===== src/rtl/psum_neuron_accumulator.sv =====
// ---------------------------------------------------------------------------
// psum_neuron_accumulator
//
// Membrane-potential stage wrapped around the convolution adder. The stored
// potential is offered to the adder as its accumulator operand, and the
// adder's sum is captured back as the new potential. After NUM_PARTIALS sums
// the potential is compared against THRESHOLD. The block then emits a
// spike/potential token downstream and applies a subtractive reset.
// Every channel is a 4-phase bundled-data handshake sampled on clk.
//
// Optional feature: define PSUM_LEAK_EN to subtract LEAK (saturating at 0)
// from the potential at evaluation time, before the threshold compare.
//
// Ports:
//   clk           in   clock, rising edge
//   reset         in   synchronous active-high reset
//   acc_req       out  request to the adder accumulator operand
//   acc_data      out  current potential, stable while acc_req=1
//   acc_ack       in   adder accumulator acknowledge
//   sum_req       in   adder result request
//   sum_data      in   adder result, valid while sum_req=1
//   sum_ack       out  acknowledge to the adder result
//   out_req       out  request to the downstream collector
//   out_spike     out  1 = spike this timestep
//   out_potential out  residual potential after reset, stable while out_req=1
//   out_ack       in   downstream acknowledge
// ---------------------------------------------------------------------------
module psum_neuron_accumulator #(
    parameter int unsigned WIDTH        = 13,
    parameter int unsigned NUM_PARTIALS = 3,
    parameter int unsigned THRESHOLD    = 100,
    parameter int unsigned LEAK         = 2
) (
    input  logic             clk,
    input  logic             reset,
    output logic             acc_req,
    output logic [WIDTH-1:0] acc_data,
    input  logic             acc_ack,
    input  logic             sum_req,
    input  logic [WIDTH-1:0] sum_data,
    output logic             sum_ack,
    output logic             out_req,
    output logic             out_spike,
    output logic [WIDTH-1:0] out_potential,
    input  logic             out_ack
);

    // The count register must also hold count+1 == NUM_PARTIALS.
    localparam int unsigned      CntW    = $clog2(NUM_PARTIALS + 1);
    localparam logic [CntW-1:0]  CntLast = CntW'(NUM_PARTIALS);
    localparam logic [WIDTH-1:0] Thresh  = WIDTH'(THRESHOLD);

    typedef enum logic [2:0] {
        StAccSend,
        StAccWait,
        StAccRel,
        StSumWait,
        StSumRel,
        StEval,
        StOutWait,
        StOutRel
    } state_e;

    state_e state_q, state_d;

    logic [WIDTH-1:0] pot_q, pot_d;
    logic [CntW-1:0]  cnt_q, cnt_d;
    logic             acc_req_q, acc_req_d;
    logic [WIDTH-1:0] acc_data_q, acc_data_d;
    logic             sum_ack_q, sum_ack_d;
    logic             out_req_q, out_req_d;
    logic             out_spike_q, out_spike_d;
    logic [WIDTH-1:0] out_pot_q, out_pot_d;

    logic [CntW-1:0]  cnt_inc;
    logic             last_partial;
    logic [WIDTH-1:0] eval_pot;
    logic             eval_spike;
    logic [WIDTH-1:0] eval_res;

    assign cnt_inc      = cnt_q + CntW'(1);
    assign last_partial = (cnt_inc == CntLast);

`ifdef PSUM_LEAK_EN
    localparam logic [WIDTH-1:0] LeakAmt = WIDTH'(LEAK);

    // Saturating leak: never wraps below zero.
    assign eval_pot = (pot_q > LeakAmt) ? (pot_q - LeakAmt) : '0;
`else
    assign eval_pot = pot_q;

    // LEAK has no effect in this build.
    if (LEAK != 0) begin : g_leak_unused
    end
`endif

    // The >= guard makes the subtraction underflow-free.
    assign eval_spike = (eval_pot >= Thresh);
    assign eval_res   = eval_spike ? (eval_pot - Thresh) : eval_pot;

    // -----------------------------------------------------------------------
    // State register
    // -----------------------------------------------------------------------
    always_ff @(posedge clk) begin
        if (reset) begin
            state_q <= StAccSend;
        end else begin
            state_q <= state_d;
        end
    end

    // -----------------------------------------------------------------------
    // Next-state logic
    // -----------------------------------------------------------------------
    always_comb begin
        state_d = state_q;
        unique case (state_q)
            // Hold off while the adder still has a result up, so that
            // acc_req never overlaps sum_req.
            StAccSend: if (!sum_req) state_d = StAccWait;
            StAccWait: if (acc_ack)  state_d = StAccRel;
            StAccRel:  if (!acc_ack) state_d = StSumWait;
            StSumWait: if (sum_req)  state_d = StSumRel;
            StSumRel: begin
                if (!sum_req) state_d = last_partial ? StEval : StAccSend;
            end
            StEval:    state_d = StOutWait;
            StOutWait: if (out_ack)  state_d = StOutRel;
            StOutRel:  if (!out_ack) state_d = StAccSend;
            default:   state_d = StAccSend;
        endcase
    end

    // -----------------------------------------------------------------------
    // Output / datapath next-state logic (all outputs are registered)
    // -----------------------------------------------------------------------
    always_comb begin
        pot_d       = pot_q;
        cnt_d       = cnt_q;
        acc_req_d   = acc_req_q;
        acc_data_d  = acc_data_q;
        sum_ack_d   = sum_ack_q;
        out_req_d   = out_req_q;
        out_spike_d = out_spike_q;
        out_pot_d   = out_pot_q;
        unique case (state_q)
            StAccSend: begin
                if (!sum_req) begin
                    acc_req_d  = 1'b1;
                    acc_data_d = pot_q;
                end
            end
            StAccWait: if (acc_ack) acc_req_d = 1'b0;
            StAccRel: ;
            StSumWait: begin
                if (sum_req) begin
                    pot_d     = sum_data;
                    sum_ack_d = 1'b1;
                end
            end
            StSumRel: begin
                if (!sum_req) begin
                    sum_ack_d = 1'b0;
                    cnt_d     = last_partial ? '0 : cnt_inc;
                end
            end
            StEval: begin
                pot_d       = eval_res;
                out_spike_d = eval_spike;
                out_pot_d   = eval_res;
                out_req_d   = 1'b1;
            end
            StOutWait: if (out_ack) out_req_d = 1'b0;
            StOutRel: ;
            default: ;
        endcase
    end

    always_ff @(posedge clk) begin
        if (reset) begin
            pot_q       <= '0;
            cnt_q       <= '0;
            acc_req_q   <= 1'b0;
            acc_data_q  <= '0;
            sum_ack_q   <= 1'b0;
            out_req_q   <= 1'b0;
            out_spike_q <= 1'b0;
            out_pot_q   <= '0;
        end else begin
            pot_q       <= pot_d;
            cnt_q       <= cnt_d;
            acc_req_q   <= acc_req_d;
            acc_data_q  <= acc_data_d;
            sum_ack_q   <= sum_ack_d;
            out_req_q   <= out_req_d;
            out_spike_q <= out_spike_d;
            out_pot_q   <= out_pot_d;
        end
    end

    assign acc_req       = acc_req_q;
    assign acc_data      = acc_data_q;
    assign sum_ack       = sum_ack_q;
    assign out_req       = out_req_q;
    assign out_spike     = out_spike_q;
    assign out_potential = out_pot_q;

endmodule


===== config.mk =====
export PLATFORM = sky130hd
export DESIGN_NAME = psum_neuron_accumulator
export DESIGN_NICKNAME = d
export VERILOG_FILES = /design/src/rtl/psum_neuron_accumulator.sv
export SDC_FILE = /design/constraint.sdc
export NUM_CORES = 1
export LEC_CHECK = 0
export BUFFER_PORTS_ARGS = -buffer_cell sky130_fd_sc_hd__clkbuf_2
export CAP_MARGIN = 20
export CORE_MARGIN = 2
export CORE_UTILIZATION = 58
export CTS_CLUSTER_DIAMETER = 60
export DETAILED_ROUTE_END_ITERATION = 8
export GPL_TIMING_DRIVEN = 0
export HOLD_SLACK_MARGIN = 0.15
export PLACE_DENSITY = 0.84
export SYNTH_ARGS = -nofsm -noshare
export SYNTH_HDL_FRONTEND = slang
export SYNTH_SLANG_ARGS = --single-unit

===== constraint.sdc =====
create_clock -name clk -period 3.1 [get_ports clk]
set_input_delay 0.155 -clock clk [delete_from_list [all_inputs] [get_ports clk]]
set_output_delay 0.155 -clock clk [all_outputs]
set_load 0.01 [all_outputs]

---- Word level (Yosys, flattened, before mapping) ----
Index checks and enable logic that the tools add are counted.
cells by class
  $add $sub $neg .......................... 2
  $lt $le $gt $ge ......................... 1
  equal/unequal tests ..................... 15
  multiplexer cells ....................... 21
  bitwise operators ....................... 1
  reduce and logical (&&, ||, !) cells .... 12
operators by type and width
  kind                   number
  $mux 13                2
  $pmux 13 s2            1
  $mux 3                 8
  $pmux 3 s8             1
  $ne 2x2->1 const B     7
  $ge 13x7->1 const B    1
  $sub 13x7->13 const B  1
  $eq 3x3->1 const B     4
  $reduce_and 2->1       4
  $reduce_bool 2->1      4
  $reduce_and 7->1       1
  $eq 3x2->1 const B     2
  $pmux 1 s2             3
  $reduce_and 3->1       2
  $mux 1                 5
  $eq 3x1->1 const B     1
  $logic_not 3->1        1
  $add 2x1->2 const B    1
  $eq 2x2->1 const B     1
  $mux 2                 1
  $not 1->1              1
storage, ports and cells
  bits in registers ....................... 48
  input bits .............................. 18
  output and inout port bits .............. 30
  logic and storage cells ................. 61

---- Depth between registers and ports, before layout ----
Gate-level depths: netlist of run 1.
  depth after elaboration ................. 5
  depth in mapped cells ................... 8
  depth with buffers taken out ............ 7

---- Worst setup path before layout of run 1 ----
Ideal clock, no wire load.
  kind .................................... register to register
  from .................................... register pot_q[3], in the netlist eval_pot[3]
  to ...................................... register pot_q[5], in the netlist eval_pot[5]
  setup time .............................. 74 ps
  data arrival time ....................... 1797 ps
  required time ........................... 3026 ps
  slack ................................... 1228 ps
  stages on the path, launching flop included .. 9
  buffers on the path ..................... 1
  period minus slack after synthesis ...... 1872 ps
  cells stage by stage .................... dfxtp_1 > inv_1 > ha_1 > nand2b_1 > or4_4 > buf_6 > a31o_1 > or3_1 > a31oi_1
on the way
  cells in the longest elaborated chain, start to end .. 3
  elaborated cells between the ends (all ways) .. 4
  those cells by class .................... add/sub (1); order compare (1); mux (2)
ends and longest elaborated chain
  element                                              line    text
  start, declared                                      66      logic [WIDTH-1:0] pot_q, pot_d;
  start signal, assigned                               190     pot_q <= pot_d;
  $sub 13x7->13 / $ge 13x7->1 (equally long branches)  99, 98
  $mux 13 *                                            99      assign eval_res = eval_spike ? (eval_pot - Thresh) : eval_pot;
  $pmux 13 s2 *                                        146     unique case (state_q)
Every way passes the cells marked *; elsewhere a longest branch is shown, timed or not.
A chain may end at the register's enable or synchronous reset.

---- Worst setup path in the final report of run 1 ----
  from .................................... register pot_q[2], in the netlist eval_pot[2]
  to ...................................... register pot_q[10], in the netlist eval_pot[10]
Same word-level chain as after synthesis.

==> impl_metrics.py, run 1 <==
metrics = {
    "status": {
        "run_status": "completed",
    },
    "critical_path": {
        "start_kind": "register",
        "critPathTopFamily": "compound AO/OA/AOI/OAI gates",
        "cp_data_required_time_ps": 3280,
        "r2r-start": "eval_pot[2]",
        "critPathKind": "register to register",
        "crit_path_top_delay_cell": "a311oi_1",
        "critical_path_peak_fanout": 5,
        "reg2reg_to": "eval_pot[10]",
        "crit_chain": "inv_1 > ha_1 > nand2b_1 > a311oi_1 > o31ai_1 > o311ai_0 > a31oi_1",
        "reg2regPathDepth": 7,
        "worst-path-buf-inv": 1,
        "max_stage_delay_ps": 530,
        "cp.arrival_ps": 2410,
        "ff2ff_setup_slack_ps": 870,
        "critPathCaptureType": "register",
    },
    "global_routing": {
        "use_met2_pct": 52.4,
        "grt_util_met1_pct": 36.7,
        "grt_pass1_wl_mm": 10.1,
        "busiest_layer": "met2",
        "first_global_vias": 2125,
        "met3_usage_pct": 5.67,
        "track_usage_pct": 29.8,
        "grt_antenna_before_repair": 0,
        "grt_max_degree": 16,
        "grt-ovfl-total": 0,
    },
    "clocking": {
        "tritoncts": "done",
        "clock_sinks": 48,
        "cts_setup_buffers": 0,
        "cts_buffers": 5,
        "clockBufferDepth": 2,
        "clk_pin_slew_worst_paths_ps": 90,
        "cts_hold_buf": 8,
        "cts-resized-gates": 0,
        "htreeDepth": 2,
        "clkLatencyLatePin_ps": 310,
        "cts_root_buf": "clkbuf_8",
    },
    "route": {
        "firstDrtPassIters": 4,
        "wl_per_cell_um": 15.5,
        "ant_nets": 0,
        "via_per_inst": 5.86,
        "wirelength_mm": 6.29,
        "drt_iter0_drc": 150,
        "via_count": 2374,
        "drc": 0,
    },
    "place": {
        "hpwl_mm": 4.59,
        "port_buffers": 47,
        "post-place-ws_ps": 931,
        "gp_congestion": 0.898,
    },
    "layout": {
        "drive_gt1_share_pct": 18.5,
        "fillers": 295,
        "n_antenna_cell": 0,
        "area_growth_syn_to_layout_pct": 21.4,
        "fin_nets": 376,
    },
    "die": {
        "die_area_um2": 4520,
        "initial_core_util_pct": 61.9,
        "ioPinCount": 48,
        "die_y_um": 67.2,
        "die_w_um": 67.2,
        "rows": 22,
        "core-area_um2": 3740,
    },
    "synthesis": {
        "yosysTopAreaCellShare_pct": 41.5,
        "ys_top_cells_by_area": "dfxtp_1, nand2_1, a21oi_1, nor2_1, clkbuf_1",
        "synth_warnings": 0,
        "synth_common_cells": "nand2_1, dfxtp_1, a21oi_1, nor2_1, clkbuf_1",
        "async_reset_ff_share_pct": 0,
        "synth_edf_count": 0,
        "synthesis.nets": 314,
        "synth_top_area_cell": "dfxtp_1",
        "synth_cell_types": 51,
        "yosysMostFrequentCell": "nand2_1",
        "syn_area_per_cell_um2": 7.88,
        "ys_ff_latch": 48,
        "synth_top_flop_cell": "dfxtp_1",
        "synth_area_um2": 2320,
        "synthCells": 294,
        "ys_seq_area_share_pct": 41.5,
    },
    "timing": {
        "hold_viol": 0,
        "period_share_pct": 71.9,
        "timing.final.ws_setup_ps": 872,
        "setup_violations": 0,
        "final.min_clock_period_ps": 2230,
        "slew_viol_final": 0,
        "skew_ps": 9.46,
        "worst_pin_slew_ps": 710,
        "relSlewSlack_pct": 52.2,
        "finalSetupTns_ps": 0,
        "clock.fmax_mhz": 449,
        "whs_ps": 160,
        "rsz0062_at_grt": "no",
    },
    "run": {
        "maxCapViolCount": 0,
    },
    "hold_path": {
        "hold_depth": 3,
        "min_from": "sum_data[11]",
        "hold_path.class": "input pin to register",
        "hold_path_end": "eval_pot[11]",
    },
    "pwr": {
        "p_leak_nw": 1.07,
        "powerDensity_nw_per_um2": 545,
        "peakVddDrop_uv": 403,
    },
}
## power by group
group | total, mW | internal [mW] | switching [mW]
clock | 0.483 | 0.264 | 0.219
combinational | 0.379 | 0.140 | 0.239
sequential | 0.671 | 0.646 | 0.0245
total | 1.53 | 1.05 | 0.483
## flip-flops by register name (all words and copies together), names as in the netlist
| name | count |
|---|---|
| acc_data | 13 |
| acc_req | 1 |
| cnt_q | 2 |
| eval_pot | 13 |
| out_potential | 13 |
| out_req | 1 |
| out_spike | 1 |
| state_q | 3 |
| sum_ack | 1 |
## layout make-up
| type | count | area [µm²] | share of cell area (%) |
|---|---|---|---|
| Buffer | 22 | 101 | 3.60 |
| Clock buffer | 6 | 82.6 | 2.93 |
| Clock inverter | 2 | 38.8 | 1.38 |
| Inverter | 4 | 15.0 | 0.534 |
| Multi-Input combinational cell | 220 | 1240 | 44.1 |
| Sequential cell | 48 | 961 | 34.1 |
| Tap cell | 48 | 60.1 | 2.13 |
| Timing Repair Buffer | 55 | 315 | 11.2 |
## tightest hold or removal path, cell delays in order
cell and delay [ps]:
clkbuf_2 70, o22ai_1 70, nor3_1 110
## per-stage QoR
stage	util, %	cells	area (µm²)	power, mW
6_report	75.2	405	2810	1.53
5_1_grt	75.2	405	2810	1.60
4_1_cts	75.2	405	2810	1.53
3_5_place_dp	69.8	389	2610	1.05
3_3_place_gp	69.8	389	2610	1.04
2_1_floorplan	-	294	2320	0.952
## layout by cell type (no fill, tap or decap), types with 3 or more instances in the layout
master / count
or3_1: 3
nand3b_1: 4
nor3b_1: 3
clkbuf_1: 17
a21oi_1: 28
dlygate4sd3_1: 8
a211oi_1: 3
nor2b_1: 4
dfxtp_1: 48
clkbuf_8: 6
or4_1: 3
o21a_1: 3
xnor2_1: 3
nor2_1: 28
nand2b_1: 5
a31oi_1: 6
inv_1: 4
nand2_1: 60
a311oi_1: 7
nor4_1: 5
o21ai_0: 7
nor3_1: 10
clkbuf_2: 47
## cell families (layout without fill, tap and decap cells)
group	count (synthesis)	after routing	synth area share (%)
and+or+nand+nor	136	136	28.1
AOI/OAI and AO/OA	75	75	21.4
DFF	48	48	41.5
buffers and inverters	26	89	5.02
xor gates and xnor gates	4	4	1.51
muxes	3	3	1.40
adders and majority gates	2	2	1.08
## routing by layer
layer / vias up / share of wire (%) / wire length (µm)
li1: 1168 / - / -
met1: 1111 / 43 / 2680
met2: 83 / 49 / 3110
met3: 12 / 6.2 / 390
met4: 0 / 1.8 / 116
met5: - / 0 / 0
## how the worst max path moves through the flow
stage / slack (ps) / depth (start not counted) / startpoint / end
6_report: 870 / 7 / eval_pot[2] / eval_pot[10]
5_1_grt: 670 / 7 / eval_pot[2] / eval_pot[10]
4_1_cts: 900 / 7 / eval_pot[2] / eval_pot[10]
3_5_place_dp: 930 / 7 / eval_pot[2] / eval_pot[10]
3_3_place_gp: 950 / 7 / eval_pot[2] / eval_pot[10]
2_1_floorplan: 1230 / 8 / eval_pot[3] / eval_pot[5]
No activity file was read; power rests on OpenSTA's default activity.
==> run 2, diff against run 1 <==
CORE_UTILIZATION = 54   (was 58)
PLACE_DENSITY = 0.79   (was 0.84)
clock period = 2.1 ns   (was 3.1 ns; I/O delays follow)
==> run 2 against run 1 <==
Compared with the run above:
- critical path depth shrank 2
- wire length is 2.8% higher
- global-route usage fell by 2.3 points
- non-clock buffer count is 3 higher
- register-to-register slack got worse by 860 ps
- fmax up 6.9%
- combinational power up 47%
- critical endpoint is now eval_pot[5]
- largest power group unchanged
==> impl_metrics.py, run 2 (synthesized netlist as in run 1, its figures left out) <==
metrics = {
    "critical_path": {
        "r2r-start": "eval_pot[4]",
        "critPathKind": "register to register",
        "startpoint": "eval_pot[4]",
        "cp_data_required_time_ps": 2340,
        "critical_path_peak_fanout": 8,
        "cp.arrival_ps": 2320,
        "ff2ff_setup_slack_ps": 20,
        "critPathCaptureType": "register",
        "start_kind": "register",
    },
    "route": {
        "drt_iter0_drc": 138,
        "wirelength_mm": 6.47,
        "ant_nets": 0,
        "firstDrtPassIters": 4,
        "via_count": 2397,
        "wl_per_cell_um": 15.8,
        "drc": 0,
        "via_per_inst": 5.85,
    },
    "place": {
        "hpwl_mm": 4.50,
        "gp_congestion": 0.945,
        "post-place-cells": 391,
        "port_buffers": 47,
    },
    "clocking": {
        "htreeDepth": 2,
        "tritoncts": "done",
        "clkLatencyLatePin_ps": 310,
        "clock_sinks": 48,
        "cts_root_buf": "clkbuf_8",
        "clockBufferDepth": 2,
        "clk_pin_slew_worst_paths_ps": 100,
        "cts_buffers": 5,
    },
    "global_routing": {
        "grt_antenna_before_repair": 0,
        "first_global_vias": 2298,
        "track_usage_pct": 27.5,
        "grt_max_degree": 16,
        "grt_pass1_wl_mm": 10.7,
        "grt-ovfl-total": 0,
    },
    "layout": {
        "drive_gt1_share_pct": 21.1,
        "n_antenna_cell": 0,
        "fillers": 338,
        "fin_nets": 379,
        "area_growth_syn_to_layout_pct": 24.7,
        "stdcell_count": 410,
        "final_cell_mix": "nand2_1, clkbuf_2, dfxtp_1, a21oi_1, nor2_1",
        "layout_commonest_cell": "nand2_1",
    },
    "status": {
        "run_status": "completed",
    },
    "die": {
        "die_w_um": 69.5,
        "die_y_um": 69.5,
        "die_area_um2": 4830,
        "ioPinCount": 48,
        "initial_core_util_pct": 57.1,
        "rows": 23,
        "core-area_um2": 4060,
    },
    "hold_path": {
        "hold_path.class": "input pin to register",
        "min_from": "out_ack",
    },
    "run": {
        "maxCapViolCount": 0,
    },
    "timing": {
        "setup_violations": 0,
        "slew_viol_final": 0,
        "relSlewSlack_pct": 57.8,
        "worst_pin_slew_ps": 628,
        "skew_ps": 9.75,
        "period_share_pct": 99.2,
        "finalSetupTns_ps": 0,
        "final.min_clock_period_ps": 2080,
        "hold_viol": 0,
        "rsz0062_at_grt": "yes",
        "clock.fmax_mhz": 480,
    },
    "pwr": {
        "p_leak_nw": 1.10,
        "peakVddDrop_uv": 668,
        "powerDensity_nw_per_um2": 791,
    },
}
==> run 2: changes by cell type in the layout (fill, tap and decap cells not counted), sizes merged <==
cell,change
dlygate4sd3,+5
buf,-1
clkbuf,-1
==> run 2: metrics by stage <==
stage | power, mW | util [%] | hold slack, ps | area [µm²] | setup WS, ps
3_3_place_gp | 1.54 | 64.4 | 343 | 2620 | -35.9
5_1_grt | 2.39 | 71.2 | 205 | 2890 | -57.8
2_1_floorplan | 1.41 | - | 245 | 2320 | 228
4_1_cts | 2.28 | 70.8 | 163 | 2870 | 12.6
6_report | 2.29 | 71.2 | 153 | 2890 | 16.1
3_5_place_dp | 1.55 | 64.4 | 340 | 2620 | -80.7
==> run 2: power breakdown <==
part           switching (mW)  internal [mW]
sequential             0.0618          0.955
combinational           0.339          0.218
clock                   0.325          0.390
total                   0.725           1.56
==> run 2: cell type report <==
class / count / area (µm²) / area share [%]
clock buffers: 6 / 82.6 / 2.86
repair buffers: 60 / 365 / 12.6
inverters: 4 / 15.0 / 0.519
flip-flops and latches: 48 / 963 / 33.3
clock inverters: 2 / 38.8 / 1.34
multi-input cells: 220 / 1270 / 43.8
well taps: 50 / 62.6 / 2.16
plain buffers: 20 / 96.3 / 3.33
==> run 2: worst paths after layout <==
path,endpoint,depth (start not counted)
max,eval_pot[5],5
min,out_req,4
max reg2reg,eval_pot[5],5
min reg2reg,acc_data[10],2
==> run 2: worst max-delay path, cell delays in order (launching register included) <==
cell and delay [ps]:
dfxtp_1 490, nor3_1 180, or4_1 510, a31o_1 310
or3_1 350, a31oi_1 160
==> run 2: repair_timing <==
action	4_1_cts	5_1_grt
hold endpoints to repair	13	0
gates resized for setup	3	7
setup buffers	0	0
setup endpoints to repair	9	25
pin swaps	0	1
hold buffers	13	0
==> run 2: layer usage <==
layer / part of all wire, % / track usage (%) / up-vias / routed length [µm]
met5: 0 / 0 / - / 0
li1: - / - / 1169 / -
met2: 50 / 47.2 / 79 / 3250
met3: 6.0 / 4.36 / 11 / 387
met1: 42 / 34.0 / 1138 / 2730
met4: 1.6 / 12.0 / 0 / 106
